<file path="src/rtl/timer_array_if.sv">
// Register bus between the Bridge and the timer array: word address,
// write strobe and data in, combinational read data and interrupts out.
interface timer_array_if #(
    parameter int NUM_CH  = 2,
    parameter int CH_BITS = 1
);
    logic [CH_BITS+1:0] Addr;
    logic               WE;
    logic [31:0]        Din;
    logic [31:0]        Dout;
    logic [NUM_CH-1:0]  IRQ;
    logic               IRQ_ANY;

    modport master (
        output Addr, WE, Din,
        input  Dout, IRQ, IRQ_ANY
    );

    modport slave (
        input  Addr, WE, Din,
        output Dout, IRQ, IRQ_ANY
    );
endinterface

</file>
<file path="src/rtl/timer_array.sv">
// Multi-channel register-mapped timer. Each channel has CTRL / PRESET /
// COUNT / STATUS, a prescaler, one-shot / auto-reload / free-run modes and
// a sticky pending flag gated by an interrupt mask.

// One timer channel: register file, prescaler and counting FSM.
module timer_ch #(
    parameter int CNT_W = 32,
    parameter int PSC_W = 8
) (
    input  logic        clk,
    input  logic        reset,
    input  logic        we_i,
    input  logic [1:0]  reg_i,
    input  logic [31:0] din_i,
    output logic [31:0] rdata_o,
    output logic        irq_o
);
    typedef enum logic [1:0] {S_IDLE, S_LOAD, S_CNT, S_EXPIRE} state_t;

    state_t             state_q, state_d;
    logic               en_q, en_d;
    logic [1:0]         mode_q, mode_d;
    logic               im_q, im_d;
    logic [PSC_W-1:0]   psc_q, psc_d;
    logic [CNT_W-1:0]   preset_q, preset_d;
    logic [CNT_W-1:0]   count_q, count_d;
    logic [PSC_W-1:0]   pcnt_q, pcnt_d;
    logic               pend_q, pend_d;

    logic wr_ctrl, wr_pre, wr_stat;
    logic tick, free_run, reload, set_pend;

    // Only the low field bits of a write are meaningful.
    logic unused_din;
    assign unused_din = ^din_i;

    assign wr_ctrl  = we_i && (reg_i == 2'd0);
    assign wr_pre   = we_i && (reg_i == 2'd1);
    assign wr_stat  = we_i && (reg_i == 2'd3);
    assign tick     = (pcnt_q == psc_q);
    assign free_run = (mode_q == 2'd2);
    assign reload   = (mode_q == 2'd1);

    // Next-state: register writes, FSM transitions, count and pending update.
    always_comb begin
        state_d  = state_q;
        en_d     = en_q;
        mode_d   = mode_q;
        im_d     = im_q;
        psc_d    = psc_q;
        preset_d = preset_q;
        count_d  = count_q;
        pcnt_d   = pcnt_q;
        pend_d   = pend_q;
        set_pend = 1'b0;

        if (wr_ctrl) begin
            en_d   = din_i[0];
            mode_d = din_i[2:1];
            im_d   = din_i[3];
            psc_d  = din_i[8 +: PSC_W];
        end
        if (wr_pre) begin
            preset_d = din_i[CNT_W-1:0];
        end

        // An expiry or wrap on this edge raises pending even if EN is
        // being cleared at the same time.
        if (state_q == S_CNT && tick) begin
            if (free_run) set_pend = (count_q == {CNT_W{1'b1}});
            else          set_pend = (count_q <= CNT_W'(1));
        end

        // EN low stops the channel at once; COUNT keeps its value.
        if (!en_d) begin
            state_d = S_IDLE;
        end else begin
            case (state_q)
                S_IDLE: state_d = S_LOAD;
                S_LOAD: begin
                    pcnt_d  = '0;
                    count_d = free_run ? '0 : preset_q;
                    state_d = S_CNT;
                end
                S_CNT: begin
                    if (tick) begin
                        pcnt_d = '0;
                        if (free_run) begin
                            count_d = count_q + CNT_W'(1);
                        end else if (count_q <= CNT_W'(1)) begin
                            count_d = '0;
                            state_d = S_EXPIRE;
                        end else begin
                            count_d = count_q - CNT_W'(1);
                        end
                    end else begin
                        pcnt_d = pcnt_q + PSC_W'(1);
                    end
                end
                S_EXPIRE: begin
                    if (reload || free_run) begin
                        state_d = S_LOAD;
                    end else begin
                        // One-shot ends by dropping EN, unless software
                        // rewrites EN=1 on this very edge.
                        state_d = S_IDLE;
                        if (!wr_ctrl) en_d = 1'b0;
                    end
                end
                default: state_d = S_IDLE;
            endcase
        end

        // Set beats a simultaneous clear.
        if (wr_stat && din_i[0]) pend_d = 1'b0;
        if (set_pend)            pend_d = 1'b1;
    end

    // State registers, cleared asynchronously.
    always_ff @(posedge clk or negedge reset) begin
        if (!reset) begin
            state_q  <= S_IDLE;
            en_q     <= 1'b0;
            mode_q   <= 2'd0;
            im_q     <= 1'b0;
            psc_q    <= '0;
            preset_q <= '0;
            count_q  <= '0;
            pcnt_q   <= '0;
            pend_q   <= 1'b0;
        end else begin
            state_q  <= state_d;
            en_q     <= en_d;
            mode_q   <= mode_d;
            im_q     <= im_d;
            psc_q    <= psc_d;
            preset_q <= preset_d;
            count_q  <= count_d;
            pcnt_q   <= pcnt_d;
            pend_q   <= pend_d;
        end
    end

    // Read mux for this channel; unused bits read zero.
    always_comb begin
        rdata_o = '0;
        case (reg_i)
            2'd0: begin
                rdata_o[0]          = en_q;
                rdata_o[2:1]        = mode_q;
                rdata_o[3]          = im_q;
                rdata_o[8 +: PSC_W] = psc_q;
            end
            2'd1:    rdata_o[CNT_W-1:0] = preset_q;
            2'd2:    rdata_o[CNT_W-1:0] = count_q;
            default: rdata_o[0]         = pend_q;
        endcase
    end

    assign irq_o = pend_q & im_q;
endmodule

// Channel array with address decode and read-back selection.
module timer_array #(
    parameter int NUM_CH  = 2,
    parameter int CNT_W   = 32,
    parameter int PSC_W   = 8,
    parameter int CH_BITS = 1
) (
    input  logic         clk,
    input  logic         reset,
    timer_array_if.slave bus
);
    logic [CH_BITS-1:0]            chan;
    logic [1:0]                    rsel;
    logic [NUM_CH-1:0][31:0]       rdata;
    logic [NUM_CH-1:0]             irq;
    logic [31:0]                   dout;

    assign chan = bus.Addr[CH_BITS+1:2];
    assign rsel = bus.Addr[1:0];

    // Channel indices past NUM_CH never match, so writes there are dropped.
    for (genvar i = 0; i < NUM_CH; i++) begin : g_ch
        timer_ch #(
            .CNT_W (CNT_W),
            .PSC_W (PSC_W)
        ) u_ch (
            .clk     (clk),
            .reset   (reset),
            .we_i    (bus.WE && (chan == CH_BITS'(i))),
            .reg_i   (rsel),
            .din_i   (bus.Din),
            .rdata_o (rdata[i]),
            .irq_o   (irq[i])
        );
    end

    // Select the addressed channel's read data; unmapped channels read 0.
    always_comb begin
        dout = '0;
        for (int i = 0; i < NUM_CH; i++) begin
            if (chan == CH_BITS'(i)) dout = rdata[i];
        end
    end

    assign bus.Dout    = dout;
    assign bus.IRQ     = irq;
    assign bus.IRQ_ANY = |irq;
endmodule

</file>
<file path="src/flat_wrapper.sv">
// flat-port wrapper written by rule: the top's interface ports become plain ports
module timer_array_flat 
#(
    parameter int NUM_CH  = 2,
    parameter int CNT_W   = 32,
    parameter int PSC_W   = 8,
    parameter int CH_BITS = 1
)
  (clk, reset, bus_Addr, bus_WE, bus_Din, bus_Dout, bus_IRQ, bus_IRQ_ANY);
  timer_array_if #(.NUM_CH(NUM_CH), .CH_BITS(CH_BITS)) bus_i ();
  input  logic clk;
  input  logic reset;
  input wire logic [$bits(bus_i.Addr)-1:0] bus_Addr;
  input wire logic [$bits(bus_i.WE)-1:0] bus_WE;
  input wire logic [$bits(bus_i.Din)-1:0] bus_Din;
  output wire logic [$bits(bus_i.Dout)-1:0] bus_Dout;
  output wire logic [$bits(bus_i.IRQ)-1:0] bus_IRQ;
  output wire logic [$bits(bus_i.IRQ_ANY)-1:0] bus_IRQ_ANY;
  assign bus_i.Addr = bus_Addr;
  assign bus_i.WE = bus_WE;
  assign bus_i.Din = bus_Din;
  assign bus_Dout = bus_i.Dout;
  assign bus_IRQ = bus_i.IRQ;
  assign bus_IRQ_ANY = bus_i.IRQ_ANY;
  timer_array #(.NUM_CH(NUM_CH), .CNT_W(CNT_W), .PSC_W(PSC_W), .CH_BITS(CH_BITS)) u_core (.clk(clk), .reset(reset), .bus(bus_i));
endmodule
</file>
<file path="config.mk">
export PLATFORM = sky130hd
export DESIGN_NAME = timer_array_flat
export DESIGN_NICKNAME = d
export VERILOG_FILES = /design/src/rtl/timer_array_if.sv /design/src/rtl/timer_array.sv /design/src/flat_wrapper.sv
export SDC_FILE = /design/constraint.sdc
export NUM_CORES = 1
export LEC_CHECK = 0
export BUFFER_PORTS_ARGS = -buffer_cell sky130_fd_sc_hd__buf_4
export CORE_MARGIN = 2
export CORE_UTILIZATION = 30
export DETAILED_ROUTE_END_ITERATION = 6
export GPL_TIMING_DRIVEN = 0
export PLACE_DENSITY_LB_ADDON = 0.05
export RECOVER_POWER = 25
export SLEW_MARGIN = 20
export SYNTH_ARGS = -nofsm -noshare
export SYNTH_HDL_FRONTEND = slang
export SYNTH_SLANG_ARGS = --single-unit
</file>
<file path="constraint.sdc">
create_clock -name clk -period 8.7 [get_ports clk]
set_input_delay 1.305 -clock clk [delete_from_list [all_inputs] [get_ports clk]]
set_output_delay 1.305 -clock clk [all_outputs]
set_load 0.02 [all_outputs]
</file>
==> impl_metrics.ini <==
[finish]
layout_common_cells = dfrtp_1 (174), clkbuf_1 (110), mux2_2 (87), nand2_1 (81), nor2_1 (80)
nets = 1532
final_common_cell = dfrtp_1
syn2layout_area_growth_pct = 15.4
layout-drive-gt1-share = 0.154
n_antenna_cell = 0
fill_cells = 4184
fin_cells = 2009
utilization = 0.353

[clock_network]
clk_root_buffer_cell = clkbuf_16
clk_pin_slew_ns = 0.08
numClockSinks = 174
numCtsBuffers = 17
ctsResizeCount = 0
cts_tree = yes
worstSkewPairLatency_ns = 0.48
postCtsSetupBuffers = 0
ctsHoldBuffers = 0
cts_buffer_depth = 2
cts_htree_levels = 4

[yosys]
ys.flop_type = dfrtp_1
synth_top_cell_area_share = 0.357
synth_area_per_cell_um2 = 8.86
syn_inst = 1377
synth_area_leaders = dfrtp_1 (36%), mux2_2 (8.0%), clkbuf_1 (3.3%), o21ai_0 (3.1%), a211oi_1 (2.6%)
syn-cell-area_mm2 = 0.0122
synth-seq-area-share = 0.357
async_flop_share = 1.00
synth_nets = 1438
synth_edf_count = 0
synth_cell_types = 80
ys_seq_elements = 174
yosys_warnings = 0
yosys.area.top_type = dfrtp_1

[detailed_routing]
routed_wl_um = 54600
vias = 12200
dr.pass1.iters = 5
drc = 0
vias_per_cell = 6.09
ant_nets = 0
wire_per_inst_um = 27.2
drtIter0Drc = 1170

[timing]
slew_headroom = -0.742
timing.final.crit_share = 0.636
hold_violations = 0
tightest_slew_ns = 2.61
timing.fmax_mhz = 181
tns_ns = 0
finalCriticalPeriod_ns = 5.53
setup_violations = 0
finalMaxSlewViolations = 43
rsz0062_at_grt = false
fin_skew_ns = 0.0203

[worst_setup_path]
cp-endpoint = bus_Dout[16]
rr_worst_depth = 8
cp_max_fo = 10
crit_path_max_incr_delay_ns = 0.63
critical_path.startpoint = bus_Addr[0]
cp_num_buf_inv = 6
worstReg2RegEnd = u_core.g_ch[1].u_ch.count_q[8]
cp.depth = 9
critPathTopFamily = buffers and inverters
worstPathRequired_ns = 7.39
arrival_ns = 4.22
critical_path_class = in2out
path_cells = buf_4 -> inv_1 -> ha_1 -> clkbuf_1 -> clkbuf_1 -> buf_1 -> a22oi_1 -> a211oi_1 -> buf_4
r2r-start = u_core.g_ch[1].u_ch.count_q[15]
endpoint_kind = primary output
r2r_slack_ns = 4.39
crit_path_top_delay_cell = a211oi_1
worstSetupStartpointType = input pin

[grt]
grt_pass1_vias = 11800
grt_overflow_total = 0
grt_usage = 0.262
antenna_found_initial = 0
grt_pass1_wl_um = 81000
grt_max_degree = 87

[floorplan]
num_rows = 73
die_y_um = 206
start_util = 0.306
ios = 73
coreArea_mm2 = 0.0399
die_area_mm2 = 0.0423
die_w_um = 206

[placed_design]
portBuffers = 71
place_hpwl_um = 40900
dp_cells = 1977
gp_congestion = 0.930

[worst_hold_path]
hp-class = reg2reg
worstHoldStart = u_core.g_ch[1].u_ch.pcnt_q[7]

[power_and_ir_drop]
pwr_density_cell_mw_per_mm2 = 286
leakage_nw = 5.36
ir_drop_mv = 0.135

[run_status]
status = finished, violations left
violations = max-capacitance violations, max-slew violations

[flow_run]
drv_cap = 1
-- worst min path at each step --
stage                                    endpoint  slack, ns  cells past startpoint
finish              u_core.g_ch[1].u_ch.pcnt_q[7]       0.51                      1
global route        u_core.g_ch[1].u_ch.pcnt_q[7]       0.55                      1
CTS                 u_core.g_ch[1].u_ch.pcnt_q[7]       0.51                      1
detailed placement  u_core.g_ch[1].u_ch.pcnt_q[7]       0.50                      1
global placement    u_core.g_ch[1].u_ch.pcnt_q[7]       0.49                      1
floorplan           u_core.g_ch[1].u_ch.pcnt_q[7]       0.47                      1
-- report_power, final --
| part | leakage (nW) | switching [mW] | total, mW | internal (mW) |
|---|---|---|---|---|
| Combinational | 2.91 | 1.26 | 1.90 | 0.635 |
| Sequential | 2.15 | 0.253 | 1.30 | 1.05 |
| Clock | 0.290 | 0.382 | 0.820 | 0.438 |
| Total | 5.36 | 1.90 | 4.02 | 2.12 |
-- synth_stat cells (9+ instances only) --
master / instances
nor4_1: 36
a211oi_1: 43
nand4_1: 40
and3_1: 33
xor2_1: 10
buf_1: 12
nor2b_1: 9
a311oi_1: 11
nor3_1: 51
xnor2_1: 31
a21o_1: 10
inv_1: 31
mux2_2: 87
or3_1: 17
a22oi_1: 42
ha_1: 23
clkbuf_1: 108
a32oi_1: 10
and4_1: 11
nand3_1: 61
a22o_1: 25
buf_2: 9
or4_1: 21
nand2b_1: 10
dfrtp_1: 174
a21oi_1: 36
a221oi_1: 30
o211ai_1: 11
and2_1: 10
a31oi_1: 16
nor2_1: 80
o21ai_0: 75
nand2_1: 81
o31ai_1: 14
-- metal layers --
layer | share of wire | wire (um) | up-vias | GRT usage
met4 | 0.024 | 1290 | 0 | 0.0758
li1 | - | - | 5496 | -
met2 | 0.43 | 23400 | 493 | 0.385
met3 | 0.070 | 3850 | 75 | 0.0489
met5 | 0 | 0 | - | 0
met1 | 0.48 | 26100 | 6173 | 0.388
-- state kept, by name (all words and copies together), names as in the netlist --
register and cells:
u_core.g_ch.u_ch.count_q 64, u_core.g_ch.u_ch.preset_q 64, u_core.g_ch.u_ch.pcnt_q 16, u_core.g_ch.u_ch.psc_q 16, u_core.g_ch.u_ch.mode_q 4, u_core.g_ch.u_ch.state_q 4
u_core.g_ch.u_ch.en_q 2, u_core.g_ch.u_ch.im_q 2, u_core.g_ch.u_ch.pend_q 2
-- area by class of cell --
class | count | area (um2) | share of cell area
Inverter | 31 | 116 | 0.00826
Buffer | 134 | 544 | 0.0387
Clock inverter | 13 | 154 | 0.0109
Sequential cell | 174 | 4350 | 0.309
Clock buffer | 19 | 443 | 0.0315
Timing Repair Buffer | 75 | 597 | 0.0424
Multi-Input combinational cell | 1038 | 7220 | 0.512
Tap cell | 525 | 657 | 0.0467
-- through the flow --
| step | cell area [um2] | hold WS [ns] | setup slack (ns) | power [mW] |
|---|---|---|---|---|
| final | 14100 | 0.508 | 3.17 | 4.02 |
| after global placement | 13400 | 0.491 | 2.57 | 3.16 |
| after CTS | 14100 | 0.507 | 3.24 | 4.01 |
| after detailed placement | 13500 | 0.497 | 3.24 | 3.17 |
| after floorplan | 12200 | 0.466 | 4.31 | 2.45 |
| after global routing | 14100 | 0.549 | 3.08 | 4.26 |
-- cell families after synthesis --
kind of cell             Yosys count  synth area share
AO/OA/AOI/OAI                    390             0.232
XOR/XNOR                          41            0.0294
adder cells (fa/ha/maj)           23            0.0236
buffers and inverters            165            0.0541
flip-flops                       174             0.357
multiplexers                      96            0.0887
AND/OR/NAND/NOR                  488             0.216
Power figures use the tool's default switching activity.
